**config.mk**
```make
export PLATFORM = sky130hd
export DESIGN_NAME = imm_gen_pipe
export DESIGN_NICKNAME = d
export VERILOG_FILES = /design/src/rtl/imm_gen_pipe.sv
export SDC_FILE = /design/constraint.sdc
export NUM_CORES = 1
export LEC_CHECK = 0
export BUFFER_PORTS_ARGS = -buffer_cell sky130_fd_sc_hd__buf_2
export CORE_MARGIN = 2
export CORE_UTILIZATION = 55
export CTS_BUF_LIST = sky130_fd_sc_hd__clkbuf_4 sky130_fd_sc_hd__clkbuf_8
export DETAILED_ROUTE_END_ITERATION = 10
export GPL_TIMING_DRIVEN = 1
export HOLD_SLACK_MARGIN = 0.12
export PLACE_DENSITY = 0.82
export SYNTH_ARGS = -nofsm -noshare
export SYNTH_HDL_FRONTEND = slang
export SYNTH_SLANG_ARGS = --single-unit
```
**constraint.sdc**
```tcl
create_clock -name clk -period 2.35 [get_ports clk]
set_input_delay 0.235 -clock clk [delete_from_list [all_inputs] [get_ports clk]]
set_output_delay 0.235 -clock clk [all_outputs]
set_load 0.01 [all_outputs]
```
**src/rtl/imm_gen_pipe.sv**
```systemverilog
// Registered RV immediate decoder with a 2-entry (main + skid) output buffer.
// Decodes the full 7-bit opcode, sign-extends to XLEN and carries a sideband tag.
module imm_gen_pipe #(
    parameter int XLEN  = 32,
    parameter int TAG_W = 32
) (
    input  logic             clk,
    input  logic             rst,
    input  logic             flush,
    input  logic             in_valid,
    output logic             in_ready,
    input  logic [31:0]      in_inst,
    input  logic [TAG_W-1:0] in_tag,
    output logic             out_valid,
    input  logic             out_ready,
    output logic [XLEN-1:0]  out_imm,
    output logic [2:0]       out_fmt,
    output logic             out_illegal,
    output logic [TAG_W-1:0] out_tag
);

    localparam logic [2:0] FMT_NONE = 3'd0;
    localparam logic [2:0] FMT_I    = 3'd1;
    localparam logic [2:0] FMT_S    = 3'd2;
    localparam logic [2:0] FMT_B    = 3'd3;
    localparam logic [2:0] FMT_U    = 3'd4;
    localparam logic [2:0] FMT_J    = 3'd5;
    localparam logic [2:0] FMT_Z    = 3'd6;

    typedef struct packed {
        logic [XLEN-1:0]  imm;
        logic [2:0]       fmt;
        logic             illegal;
        logic [TAG_W-1:0] tag;
    } beat_t;

    beat_t       dec;
    logic [31:0] imm32;

    beat_t main_q, main_d;
    beat_t skid_q, skid_d;
    logic  main_valid_q, main_valid_d;
    logic  skid_valid_q, skid_valid_d;
    logic  accept;
    logic  out_fire;

    // Every listed opcode ends in 2'b11, so compressed words fall into default.
    always_comb begin
        imm32       = '0;
        dec.fmt     = FMT_NONE;
        dec.illegal = 1'b0;
        dec.tag     = in_tag;
        case (in_inst[6:0])
            7'b0000011, 7'b0010011, 7'b1100111: begin
                dec.fmt = FMT_I;
                imm32   = {{20{in_inst[31]}}, in_inst[31:20]};
            end
            7'b0100011: begin
                dec.fmt = FMT_S;
                imm32   = {{20{in_inst[31]}}, in_inst[31:25], in_inst[11:7]};
            end
            7'b1100011: begin
                dec.fmt = FMT_B;
                imm32   = {{20{in_inst[31]}}, in_inst[7], in_inst[30:25], in_inst[11:8], 1'b0};
            end
            7'b0110111, 7'b0010111: begin
                dec.fmt = FMT_U;
                imm32   = {in_inst[31:12], 12'b0};
            end
            7'b1101111: begin
                dec.fmt = FMT_J;
                imm32   = {{12{in_inst[31]}}, in_inst[19:12], in_inst[20], in_inst[30:21], 1'b0};
            end
            7'b1110011: begin
                if (in_inst[14]) begin
                    dec.fmt = FMT_Z;
                    imm32   = {27'b0, in_inst[19:15]};
                end else begin
                    dec.fmt = FMT_I;
                    imm32   = {{20{in_inst[31]}}, in_inst[31:20]};
                end
            end
            7'b0110011, 7'b0001111: dec.fmt = FMT_NONE;
            7'b0011011: begin
                if (XLEN == 64) begin
                    dec.fmt = FMT_I;
                    imm32   = {{20{in_inst[31]}}, in_inst[31:20]};
                end else begin
                    dec.illegal = 1'b1;
                end
            end
            7'b0111011: dec.illegal = (XLEN != 64);
            default:    dec.illegal = 1'b1;
        endcase
        // imm32 bit 31 is the true sign for every format (0 for Z and NONE).
        dec.imm = XLEN'($signed(imm32));
    end

    assign in_ready = ~skid_valid_q;
    assign accept   = in_valid & ~skid_valid_q & ~flush;
    assign out_fire = main_valid_q & out_ready;

    // A full skid implies a full main, so a skid drain only happens on out_fire.
    always_comb begin
        main_d       = main_q;
        skid_d       = skid_q;
        main_valid_d = main_valid_q;
        skid_valid_d = skid_valid_q;
        if (flush) begin
            main_valid_d = 1'b0;
            skid_valid_d = 1'b0;
        end else if (!main_valid_q || out_fire) begin
            if (skid_valid_q) begin
                main_d       = skid_q;
                skid_valid_d = 1'b0;
            end else if (accept) begin
                main_d       = dec;
                main_valid_d = 1'b1;
            end else begin
                main_valid_d = 1'b0;
            end
        end else if (accept) begin
            skid_d       = dec;
            skid_valid_d = 1'b1;
        end
    end

    always_ff @(posedge clk) begin
        if (rst) begin
            main_q       <= '0;
            skid_q       <= '0;
            main_valid_q <= 1'b0;
            skid_valid_q <= 1'b0;
        end else begin
            main_q       <= main_d;
            skid_q       <= skid_d;
            main_valid_q <= main_valid_d;
            skid_valid_q <= skid_valid_d;
        end
    end

    assign out_valid   = main_valid_q;
    assign out_imm     = main_q.imm;
    assign out_fmt     = main_q.fmt;
    assign out_illegal = main_q.illegal;
    assign out_tag     = main_q.tag;

endmodule

```
==> impl_results.md <==
* Worst Path Arrival at 2.39 ns
* Share of cells above drive strength 1 at 22.79%
* Core Area at 10,280 µm²
* Global route overflow at 0
* Worst-Margin Slew at 0.9409 ns
* Fin crit period at 2.065 ns
* Dpl cells at 917
* Die W at 106.8 µm
* Initial Util at 56.51%
* I/O pin count at 139
* Pre-CTS WS at 0.2802 ns
* Final WL at 16,160 µm
* Status: complete, no violations
* Fmax at 484.2 MHz
* Hold Crit Class: input port to flop
* GPL Wtd Cong at 0.9809
* Vias in the first global route at 5,454
* Mapped Cells at 693
* CP startpoint kind: input port
* GRT Total Usage at 28.65%
* Final Hold Violating Endpoints at 0
* IO buf count at 138
* Number of detailed-route iterations in the first pass at 5
* First-pass GRT wire length at 26,090 µm
* Clock sinks at 138
* Mean post-synth cell area at 8.381 µm²
* Skew-Pair Late Insertion Delay at 0.44 ns
* Vias per cell at 5.775
* Initial antenna violation count at 0
* Final Util at 71.65%
* Asr flop ratio synth at 0%
* Area grow syn2layout at 26.78%
* DRT antenna net count at 0
* P per Cell Area at 646.4 nW/µm²
* H-tree depth at 4
* Endpoints failing setup at 0
* Antenna Cells at 0
* HPWL Detailed at 10,230 µm
* Worst vdd ir at 0.4168 mV
* DRC errors left at 0
* Post-synth cell types at 47
* Slew headroom at 36.98%
* Die area at 11,400 µm²
* Top FF cell, synth: dfxtp_1
* Wire per inst at 16.23 µm
* Clock slew at reported path FFs at 0.08 ns
* Number of synthesized flops with an enable pin at 0
* YS warnings at 0
* Slew Limit Fails at 0
* Clock root buffer: clkbuf_8
* Syn Std Cell Area at 5808 µm²
* Flops & latches, synth at 138
* Total Nets Final at 916
* CP required at 2.68 ns
* Iter 0 DRT Violations at 396
* Core Rows at 37
* Max_cap viols at 0
* Period utilization at 87.89%
* Commonest non-fill, non-tap cells in the layout: 137 x buf_2, 137 x dfxtp_1, 111 x nand2_1
* RSZ-0062 raised after global routing: no
* Clk_skew at 0.01365 ns
* Vias at 5,752
* Sequential area share after synthesis at 47.57%
* Final instance area at 7363 µm²
* Final WS setup at 0.2846 ns
* Total power at 4.760 mW
* CTS buffer count at 17
* Clock buffer depth at 2
* Setup TNS at 0 ns
* Final Non-Filler Cells at 996
* Syn_nets at 762
* CTS tree: built
* Leakage power at 2.805 nW
* Crit-path max FO at 64
* DIE HEIGHT at 106.8 µm
* Largest net degree at the start of global routing at 68
* Hold Slack at 0.1498 ns
* CP Class: input port to flop
* Crit end category: flop
* Placed Area at 6530 µm²
-- cells in the mapped netlist, types with 2 or more instances --
library cell	instances	area (µm²)
dfxtp_1	138	2763
nand2_1	111	416.7
nor2_1	79	296.5
a21oi_1	67	335.3
a211oi_1	65	488.0
clkbuf_1	46	172.7
o21ai_0	39	195.2
mux2i_1	34	340.3
nor3_1	17	85.08
a221oi_1	16	140.1
buf_2	10	50.05
nand3_1	8	40.04
or3_1	8	50.05
buf_1	5	18.77
a222oi_1	4	40.04
nor2b_1	4	25.02
a31oi_1	3	18.77
inv_1	3	11.26
and2_1	2	12.51
and3_1	2	12.51
and3b_1	2	17.52
buf_6	2	22.52
nor3_2	2	20.02
nor4_1	2	12.51
o211ai_1	2	15.01
-- critical path: stages --
cell and delay (ns):
dlygate4sd3_1 0.54, buf_2 0.17, nor3_2 0.42, buf_4 0.60, nor2_1 0.09, a211oi_1 0.32
-- cells by family after synthesis --
group / share of synthesized area [%]
simple gates: 18.33
compound gates: 23.37
flops: 47.57
buf+inv: 4.869
mux: 5.860
-- timing repair --
item                                    CTS  global route
endpoints found under the setup margin    0             3
hold buffers                             47             0
setup buffers                             0             0
gates resized for setup                   0             1
endpoints found under the hold margin    58             0
-- per-layer routing --
metal / up-vias / global-route usage, % / routed length [µm]
met5: - / 0 / 0
li1: 2781 / - / -
met1: 2699 / 35.03 / 6657
met3: 47 / 6.079 / 1027
met2: 225 / 48.27 / 7928
met4: 0 / 13.36 / 549
-- sequential cells by signal, summed over array words and instances, names as in the netlist --
| register | count |
|---|---|
| out_imm | 32 |
| skid_valid_q | 1 |
| out_valid | 1 |
| out_illegal | 1 |
| out_tag | 32 |
| skid_q | 68 |
| out_fmt | 3 |
-- path summary, 6_finish.rpt --
| path | start | to | slack (ns) | cells past startpoint |
|---|---|---|---|---|
| max reg2reg | out_valid | out_tag[18] | 0.34 | 5 |
| min | out_ready | skid_valid_q | 0.15 | 4 |
| min reg2reg | out_imm[27] | out_imm[27] | 0.45 | 2 |
| max | flush | out_tag[18] | 0.28 | 6 |
-- final cells by class --
class	count	area (µm²)
clock inverter	12	91.34
tap	136	170.2
fill	805	2914
inverter	3	11.26
timing repair buffer	199	1281
clock buffer	20	269.0
multi-input combinational	488	2776
sequential	138	2764
-- power breakdown --
group,internal [mW],leakage (nW),switching [mW]
Combinational,0.237,1.51,0.311
Sequential,2.41,1.12,0.0392
Clock,0.806,0.177,0.954
(Power assumes the default switching activity.)
